`config.mk`:
```
export PLATFORM = sky130hd
export DESIGN_NAME = fifo_sync_flex_flat
export DESIGN_NICKNAME = d
export VERILOG_FILES = /design/src/rtl/fifo_sync_flex_if.sv /design/src/rtl/fifo_sync_flex.sv /design/src/flat_wrapper.sv
export SDC_FILE = /design/constraint.sdc
export NUM_CORES = 1
export LEC_CHECK = 0
export BUFFER_PORTS_ARGS = -buffer_cell sky130_fd_sc_hd__buf_2
export CORE_MARGIN = 10
export CORE_UTILIZATION = 50
export CTS_CLUSTER_DIAMETER = 60
export DETAILED_ROUTE_END_ITERATION = 8
export GPL_ROUTABILITY_DRIVEN = 0
export PLACE_DENSITY = 0.75
export SKIP_LAST_GASP = 1
export SYNTH_ARGS = -nofsm -noshare
export SYNTH_HDL_FRONTEND = slang
export SYNTH_SLANG_ARGS = --single-unit
```
`constraint.sdc`:
```
create_clock -name clk -period 3.5 [get_ports clk]
set_clock_uncertainty 0.1 [all_clocks]
set_input_delay 0.7 -clock clk [delete_from_list [all_inputs] [get_ports clk]]
set_output_delay 0.7 -clock clk [all_outputs]
set_load 0.1 [all_outputs]
```
`src/rtl/fifo_sync_flex_if.sv`:
```
// Purpose: bundles the producer/consumer-facing signals of fifo_sync_flex.
// Latency: none, wiring only.
// Backpressure: none here; full/overflow and empty/underflow report refusals.
// Ports (slave = FIFO side):
//   wr_n, rd_n, din       requests and write data from the user
//   dout, dout_vld        registered read data and its 1-cycle strobe
//   count, empty, full    occupancy and its exact-level decodes
//   almost_empty/full     threshold decodes of count
//   overflow, underflow   1-cycle strobes for rejected requests
interface fifo_sync_flex_if #(
  parameter int DATA_WIDTH = 8,
  parameter int CNT_W      = 5
);
  logic                  wr_n;
  logic                  rd_n;
  logic [DATA_WIDTH-1:0] din;
  logic [DATA_WIDTH-1:0] dout;
  logic                  dout_vld;
  logic [CNT_W-1:0]      count;
  logic                  empty;
  logic                  full;
  logic                  almost_empty;
  logic                  almost_full;
  logic                  overflow;
  logic                  underflow;

  modport master (
    output wr_n, rd_n, din,
    input  dout, dout_vld, count, empty, full,
           almost_empty, almost_full, overflow, underflow
  );

  modport slave (
    input  wr_n, rd_n, din,
    output dout, dout_vld, count, empty, full,
           almost_empty, almost_full, overflow, underflow
  );
endinterface

```
`src/rtl/fifo_sync_flex.sv`:
```
// Purpose: single-clock FIFO with occupancy counter (any depth >= 2, all entries usable).
// Latency: accepted read data appears on dout one cycle after the read edge.
// Backpressure: writes refused when full unless a read is accepted in the same cycle;
//               reads refused when empty (no write-to-read bypass); refusals strobe overflow/underflow.
// Ports:
//   clk    clock, all logic on posedge
//   rst_n  synchronous active-low reset (memory contents are not cleared)
//   bus    fifo_sync_flex_if.slave: requests, data, count, flags and error strobes
module fifo_sync_flex #(
  parameter int FIFO_DEPTH = 16,
  parameter int DATA_WIDTH = 8,
  parameter int AF_LEVEL   = 14,
  parameter int AE_LEVEL   = 2
) (
  input  logic             clk,
  input  logic             rst_n,
  fifo_sync_flex_if.slave  bus
);

  localparam int PTR_W = ($clog2(FIFO_DEPTH) > 1) ? $clog2(FIFO_DEPTH) : 1;
  localparam int CNT_W = $clog2(FIFO_DEPTH + 1);

  localparam logic [PTR_W-1:0] PTR_LAST = PTR_W'(FIFO_DEPTH - 1);
  localparam logic [CNT_W-1:0] CNT_FULL = CNT_W'(FIFO_DEPTH);
  localparam logic [CNT_W-1:0] CNT_AF   = CNT_W'(AF_LEVEL);
  localparam logic [CNT_W-1:0] CNT_AE   = CNT_W'(AE_LEVEL);

  logic [DATA_WIDTH-1:0] mem [FIFO_DEPTH];
  logic [PTR_W-1:0]      wr_ptr;
  logic [PTR_W-1:0]      rd_ptr;
  logic [CNT_W-1:0]      count_q;
  logic [DATA_WIDTH-1:0] dout_q;
  logic                  dout_vld_q;
  logic                  overflow_q;
  logic                  underflow_q;

  logic empty_w;
  logic full_w;
  logic rd_acc;
  logic wr_acc;

  assign empty_w = (count_q == '0);
  assign full_w  = (count_q == CNT_FULL);

  // A full FIFO can still take a write when a read frees a slot in the same
  // cycle; the read fetches the old word at rd_ptr == wr_ptr before it is overwritten.
  assign rd_acc = !bus.rd_n && !empty_w;
  assign wr_acc = !bus.wr_n && (!full_w || rd_acc);

  // Pointers wrap explicitly so non-power-of-two depths work.
  function automatic logic [PTR_W-1:0] ptr_next(input logic [PTR_W-1:0] p);
    return (p == PTR_LAST) ? '0 : p + PTR_W'(1);
  endfunction

  // Storage has no reset; stale contents are unreachable once pointers reset.
  always_ff @(posedge clk) begin
    if (rst_n && wr_acc) begin
      mem[wr_ptr] <= bus.din;
    end
  end

  always_ff @(posedge clk) begin
    if (!rst_n) begin
      wr_ptr      <= '0;
      rd_ptr      <= '0;
      count_q     <= '0;
      dout_q      <= '0;
      dout_vld_q  <= 1'b0;
      overflow_q  <= 1'b0;
      underflow_q <= 1'b0;
    end else begin
      if (wr_acc) begin
        wr_ptr <= ptr_next(wr_ptr);
      end
      if (rd_acc) begin
        rd_ptr <= ptr_next(rd_ptr);
        dout_q <= mem[rd_ptr];
      end
      dout_vld_q <= rd_acc;

      case ({wr_acc, rd_acc})
        2'b10:   count_q <= count_q + CNT_W'(1);
        2'b01:   count_q <= count_q - CNT_W'(1);
        default: count_q <= count_q;
      endcase

      overflow_q  <= !bus.wr_n && !wr_acc;
      underflow_q <= !bus.rd_n && !rd_acc;
    end
  end

  assign bus.dout         = dout_q;
  assign bus.dout_vld     = dout_vld_q;
  assign bus.count        = count_q;
  assign bus.empty        = empty_w;
  assign bus.full         = full_w;
  assign bus.almost_empty = (count_q <= CNT_AE);
  assign bus.almost_full  = (count_q >= CNT_AF);
  assign bus.overflow     = overflow_q;
  assign bus.underflow    = underflow_q;

endmodule

```
`src/flat_wrapper.sv`:
```
// flat-port wrapper written by rule: the top's interface ports become plain ports
module fifo_sync_flex_flat 
#(
  parameter int FIFO_DEPTH = 16,
  parameter int DATA_WIDTH = 8,
  parameter int AF_LEVEL   = 14,
  parameter int AE_LEVEL   = 2
)
  (clk, rst_n, bus_wr_n, bus_rd_n, bus_din, bus_dout, bus_dout_vld, bus_count, bus_empty, bus_full, bus_almost_empty, bus_almost_full, bus_overflow, bus_underflow);
  fifo_sync_flex_if #(.DATA_WIDTH(DATA_WIDTH), .CNT_W(5)) bus_i ();
  input  logic clk;
  input  logic rst_n;
  input wire logic [$bits(bus_i.wr_n)-1:0] bus_wr_n;
  input wire logic [$bits(bus_i.rd_n)-1:0] bus_rd_n;
  input wire logic [$bits(bus_i.din)-1:0] bus_din;
  output wire logic [$bits(bus_i.dout)-1:0] bus_dout;
  output wire logic [$bits(bus_i.dout_vld)-1:0] bus_dout_vld;
  output wire logic [$bits(bus_i.count)-1:0] bus_count;
  output wire logic [$bits(bus_i.empty)-1:0] bus_empty;
  output wire logic [$bits(bus_i.full)-1:0] bus_full;
  output wire logic [$bits(bus_i.almost_empty)-1:0] bus_almost_empty;
  output wire logic [$bits(bus_i.almost_full)-1:0] bus_almost_full;
  output wire logic [$bits(bus_i.overflow)-1:0] bus_overflow;
  output wire logic [$bits(bus_i.underflow)-1:0] bus_underflow;
  assign bus_i.wr_n = bus_wr_n;
  assign bus_i.rd_n = bus_rd_n;
  assign bus_i.din = bus_din;
  assign bus_dout = bus_i.dout;
  assign bus_dout_vld = bus_i.dout_vld;
  assign bus_count = bus_i.count;
  assign bus_empty = bus_i.empty;
  assign bus_full = bus_i.full;
  assign bus_almost_empty = bus_i.almost_empty;
  assign bus_almost_full = bus_i.almost_full;
  assign bus_overflow = bus_i.overflow;
  assign bus_underflow = bus_i.underflow;
  fifo_sync_flex #(.FIFO_DEPTH(FIFO_DEPTH), .DATA_WIDTH(DATA_WIDTH), .AF_LEVEL(AF_LEVEL), .AE_LEVEL(AE_LEVEL)) u_core (.clk(clk), .rst_n(rst_n), .bus(bus_i));
endmodule
```
==> flow_summary.toml, run 1 <==
[status]
status = "completed"

[final_layout]
fill_cells = 877
syn_to_final_growth_pct = 16.9
drive_above_1_share_pct = 26.4
final_common_cell = "edfxtp_1"
final_cell_mix = "128 x edfxtp_1, 34 x nor2_1, 31 x buf_2, 25 x mux2i_1, 23 x buf_4"
n_antenna_cell = 0
nets = 445
multi_input_area_sq_um = 1680
fin_area_sq_um = 7190
final-seq-area_sq_um = 4330

[timing]
max_slew.worst_pin.slew_ps = 671
rsz0062_at_grt = "false"
fmax_mhz = 332
period_share_pct = 86.0
slew_headroom_pct = 55.2
slew_viol_final = 0
setup_viol = 0
hold_viol = 0
fin_crit_ps = 3010
fin_setup_tns_ps = 0

[route]
drcViolationCount = 0
drt_wl_total_microns = 12700
ant_nets = 0
post_drt_wl_per_cell_microns = 21.8
drt_iter0_drc = 312
vias = 3383
viasPerCell = 5.80
dr.pass1.iters = 5

[grt]
grt-ovfl-total = 0
grt_pass1_wl_microns = 19700
grt_usage_pct = 15.8
grt_start_max_net_pins = 31
grt_pass1_vias = 3493
antenna_found_initial = 0

[placed_design]
hpwl_microns = 8060
port-buffer-count = 31
placed_cell_area_sq_um = 6560

[setup_path]
cp-end-kind = "flop"
reg2reg_slack_ps = 490
path_class = "reg2reg"
critPathMaxStageDelay_ps = 460
worstPathMaxFanout = 7
arrival_ps = 3220
path_common_cell = "inv_1"
slowest_stage = "nor4_1"
cp_cell_sequence = "nor4_1, a31oi_1, inv_1, ha_1, inv_1, fa_1, nor2b_1, o21ai_0, nand3_1, or3b_2, mux2i_1"
required_ps = 3710
start_kind = "flop"

[die]
core_area_sq_um = 12000
die_x_microns = 131
pin_count = 32
std_cell_rows = 40
die_h_microns = 131
die-area_sq_um = 17100
initial_core_util_pct = 51.2

[power_and_ir_drop]
ir_worst_vdd_mv = 0.529
pwr-share-clk_pct = 32.6
powerDensity_nw_per_um2 = 816
seqPwrFrac_pct = 37.0
p_int_uw = 3750
switching_share_pct = 36.1
combPwrFrac_pct = 30.4
p_sw_uw = 2120
leakage_uw = 0.00245

[synth]
synth_warnings = 0
synth_ff_type = "edfxtp_1"
synth_edf_count = 128
syn-instance-count = 370
synth.distinct_cells = 42
ys_ff_latch = 152
synth.yosys.seq_area_share_pct = 70.3
syn_area_sq_um = 6150
avgSynthCellArea_sq_um = 16.6
synth_fp_nets = 392
synthArstFlopShare_pct = 0

[clocking]
post_cts_buffers = 0
cts_root_buffer = "clkbuf_16"
cts_resized = 0
clock-sinks = 152
clk_path_buf_depth = 2
clk_pin_slew_ps = 60
cts_tree = "built"
clk_latency_ps = 410
hold_buffers = 0
cts_buffers = 17
htree_levels = 4

[run]
maxCapViolations = 0

[hold_path]
hold_path.class = "reg2reg"
==> synthesized netlist by cell type, types with 2 or more instances <==
library cell | count | area share (%)
edfxtp_1 | 128 | 62
nor2_1 | 35 | 2.1
mux2i_1 | 25 | 4.1
dfxtp_1 | 24 | 7.8
mux4_2 | 19 | 7.0
nand2_1 | 18 | 1.1
o21ai_0 | 12 | 0.98
a311oi_1 | 10 | 1.4
ha_1 | 9 | 1.8
inv_1 | 9 | 0.55
clkbuf_1 | 8 | 0.49
o221ai_1 | 8 | 1.1
buf_2 | 7 | 0.57
a21oi_1 | 6 | 0.49
and2_1 | 6 | 0.61
mux4_1 | 5 | 2.1
nor3_1 | 5 | 0.41
nand2b_1 | 3 | 0.31
nor2b_1 | 3 | 0.31
xnor2_1 | 3 | 0.43
a31oi_1 | 2 | 0.20
buf_6 | 2 | 0.37
nand3_1 | 2 | 0.16
or3b_2 | 2 | 0.28
xor2_1 | 2 | 0.28
==> cell type report <==
type	count	share of cell area, %
flip-flops and latches	152	60.2
multi-input cells	189	23.4
clock buffers	20	6.35
repair buffers	54	4.56
well taps	147	2.56
clock inverters	12	2.40
inverters	9	0.470
==> worst max-delay path, delay by kind of cell, from the launching register on <==
family / cells / cell delay (ps)
and+or+nand+nor: 4 / 1140
adders and majority gates: 2 / 660
DFF: 1 / 360
AOI/OAI and AO/OA: 2 / 300
muxes: 1 / 120
buffers and inverters: 2 / 210
==> state kept, by name, summed over array words and instances, names as in the netlist <==
| name | flops |
|---|---|
| u_core.bus.underflow | 1 |
| u_core.bus.count | 5 |
| u_core.bus.dout_vld | 1 |
| u_core.rd_ptr | 4 |
| u_core.bus.dout | 8 |
| u_core.bus.overflow | 1 |
| u_core.wr_ptr | 4 |
| u_core.mem | 128 |
==> cell families (layout without fill, tap and decap cells) <==
logic type / count (synthesis) / after routing / synth area share (%)
muxes: 49 / 49 / 13.2
AOI/OAI and AO/OA: 46 / 46 / 5.29
and+or+nand+nor: 79 / 79 / 5.92
xor gates and xnor gates: 5 / 5 / 0.712
adders and majority gates: 10 / 10 / 2.16
buffers and inverters: 29 / 95 / 2.48
DFF: 152 / 152 / 70.3
==> through the flow <==
| stage | power (uW) | utilization (%) | std cells | hold slack (ps) | setup WS, ps |
|---|---|---|---|---|---|
| after floorplan | 3660 | - | 370 | 512 | 140 |
| after global placement | 3960 | 54.6 | 551 | 392 | 553 |
| after detailed placement | 4000 | 54.6 | 551 | 401 | 489 |
| after CTS | 5910 | 59.9 | 583 | 413 | 536 |
| after global routing | 6080 | 59.9 | 583 | 424 | 318 |
| final | 5870 | 59.9 | 583 | 423 | 490 |
==> per-layer routing <==
metal | track usage, % | share of wire, % | up-vias | wire [microns]
met2 | 25.8 | 50 | 85 | 6340
met1 | 20.2 | 44 | 1729 | 5600
met3 | 3.79 | 4.7 | 12 | 602
li1 | - | - | 1557 | -
met4 | 5.69 | 1.3 | 0 | 163
met5 | 0 | 0 | - | 0
==> path summary, 6_finish.rpt <==
check | from | to | depth (start not counted)
min reg2reg | u_core.bus.count[4] | u_core.bus.overflow | 2
max | u_core.bus.count[0] | u_core.bus.count[4] | 11
max reg2reg | u_core.bus.count[0] | u_core.bus.count[4] | 11
min | u_core.bus.count[4] | u_core.bus.overflow | 2
==> power by group through the flow <==
| stage | combinational, uW | clock [uW] | sequential (uW) |
|---|---|---|---|
| after floorplan | 911 | 0 | 2740 |
| after global placement | 1760 | 0 | 2200 |
| after detailed placement | 1790 | 0 | 2210 |
| after CTS | 1800 | 1940 | 2170 |
| after global routing | 1870 | 2020 | 2190 |
| final | 1780 | 1910 | 2170 |
(Power assumes the default switching activity.)
==> run 2: changes to the inputs <==
--- a/config.mk
+++ b/config.mk
@@ -6,6 +6,7 @@
 export NUM_CORES = 1
 export LEC_CHECK = 0
 export BUFFER_PORTS_ARGS = -buffer_cell sky130_fd_sc_hd__buf_2
+export CORE_ASPECT_RATIO = 0.6
 export CORE_MARGIN = 10
 export CORE_UTILIZATION = 50
 export CTS_CLUSTER_DIAMETER = 60
==> run 2 against run 1 <==
Net effect: via count grew 2.6%; clock power shrank 9%; wire length grew 1.8%; sequential cell count is the same; final cell count grew 3.1%; largest power group unchanged; utilization shrank 0.59 points; largest cell class unchanged; sequential power grew 3%; critical path depth is the same; setup slack gained 64 ps; power shrank 2.7%.
==> flow_summary.toml, run 2 (synthesis gave the netlist of run 1 again) <==
[clocking]
clock-sinks = 152
cts_buffers = 17
clk_latency_ps = 420
cts_root_buffer = "clkbuf_16"
htree_levels = 4
clk_pin_slew_ps = 60
clk_path_buf_depth = 2
cts_resized = 0
cts_tree = "built"
hold_buffers = 0
post_cts_buffers = 0

[setup_path]
critPathTopFamily = "simple AND/OR/NAND/NOR gates"
worst-path-buf-inv = 2
cp-end-kind = "flop"
slowest_stage = "or3b_2"
required_ps = 3710
cp_cell_sequence = "nor4_1, a31oi_1, inv_1, ha_1, inv_1, fa_1, nor2b_1, o21ai_0, nand3_1, or3b_2, mux2i_1"
critPathMaxStageDelay_ps = 450
start_kind = "flop"
path_common_cell = "inv_1"
path_class = "reg2reg"
arrival_ps = 3160
worstPathMaxFanout = 7
reg2reg_slack_ps = 550

[route]
drcViolationCount = 0
met1_length_microns = 6070
wl_met3_microns = 1020
post_drt_wl_per_cell_microns = 21.5
top_layer_used = "met4"
drt_wl_total_microns = 12900
ant_nets = 0
viasPerCell = 5.78
vias = 3471
dr.pass1.iters = 5
route.met2.wl_microns = 5750
drt_iter0_drc = 423

[grt]
antenna_found_initial = 0
grt_start_max_net_pins = 26
grt_pass1_vias = 3372
grt-ovfl-total = 0
grt_usage_pct = 15.5
grt_pass1_wl_microns = 19900

[timing]
fin_setup_tns_ps = 0
fin_crit_ps = 2950
fmax_mhz = 339
period_share_pct = 84.2
holdWs_ps = 414
max_slew.worst_pin.slew_ps = 958
rsz0062_at_grt = "false"
slew_headroom_pct = 36.1
slew_viol_final = 0
hold_viol = 0
setup_viol = 0

[placed_design]
hpwl_microns = 8810
port-buffer-count = 31

[final_layout]
syn_to_final_growth_pct = 16.2
largest_register = "u_core.mem"
largest_register_ffs = 128
drive_above_1_share_pct = 25.9
final_common_cell = "edfxtp_1"
post-route-util_pct = 59.3
final_cell_mix = "128 x edfxtp_1, 34 x nor2_1, 31 x buf_2, 25 x mux2i_1, 24 x buf_4"
fill_cells = 896
n_antenna_cell = 0
nets = 446

[die]
die_h_microns = 106
pin_count = 32
core_area_sq_um = 12100
std_cell_rows = 31
die_x_microns = 163
die-area_sq_um = 17300
initial_core_util_pct = 51.0

[run]
maxCapViolations = 0

[power_and_ir_drop]
leakage_uw = 0.00242
ir_worst_vdd_mv = 0.660
powerDensity_nw_per_um2 = 799

[status]
status = "completed"

[hold_path]
hold_path.class = "reg2reg"
run 2: cell count changes in the layout (fill, tap and decap cells not counted), sizes merged:
| cell | delta |
|---|---|
| buf | +1 |
| bufinv | -2 |
| clkbuf | -2 |
| clkinv | +3 |
| clkinvlp | -1 |
| inv | +1 |
run 2: metal layers:
layer	vias up	track usage (%)
met1	1766	23.1
met4	0	4.42
met5	-	0
met3	10	4.12
met2	136	21.8
li1	1559	-
run 2: area by class of cell:
| class | instances | area (sq um) | share of cell area, % |
|---|---|---|---|
| well taps | 165 | 206 | 2.89 |
| inverters | 9 | 33.8 | 0.472 |
| clock buffers | 18 | 429 | 6.00 |
| repair buffers | 55 | 335 | 4.69 |
| clock inverters | 13 | 130 | 1.82 |
| flip-flops and latches | 152 | 4330 | 60.6 |
| multi-input cells | 189 | 1680 | 23.6 |
run 2: path summary, 6_finish.rpt:
check | from | endpoint | cells after the start
worst max-delay path | u_core.bus.count[0] | u_core.bus.count[4] | 11
worst max register to register | u_core.bus.count[0] | u_core.bus.count[4] | 11
worst min-delay path | u_core.bus.dout[1] | u_core.bus.dout[1] | 2
worst min register to register | u_core.bus.dout[1] | u_core.bus.dout[1] | 2
run 2: per-stage QoR:
step | power (uW) | instance area [sq um] | setup slack [ps] | instances
after floorplan | 3660 | 6170 | 140 | 370
after global placement | 3990 | 6590 | 554 | 570
after detailed placement | 4020 | 6590 | 477 | 570
after CTS | 5730 | 7150 | 565 | 601
after global routing | 5920 | 7150 | 458 | 601
final | 5710 | 7150 | 554 | 601
run 2: tightest hold or removal path, delay by kind of cell (launching register included):
family          cells  cell delay, ps
compound gates      1              80
flops               1             320
simple gates        1              80
run 2: report_power, final:
| part | leakage [uW] | total (uW) | switching, uW | internal, uW |
|---|---|---|---|---|
| Combinational | 0.000794 | 1760 | 1300 | 459 |
| Sequential | 0.00135 | 2230 | 155 | 2070 |
| Clock | 0.000275 | 1730 | 688 | 1040 |
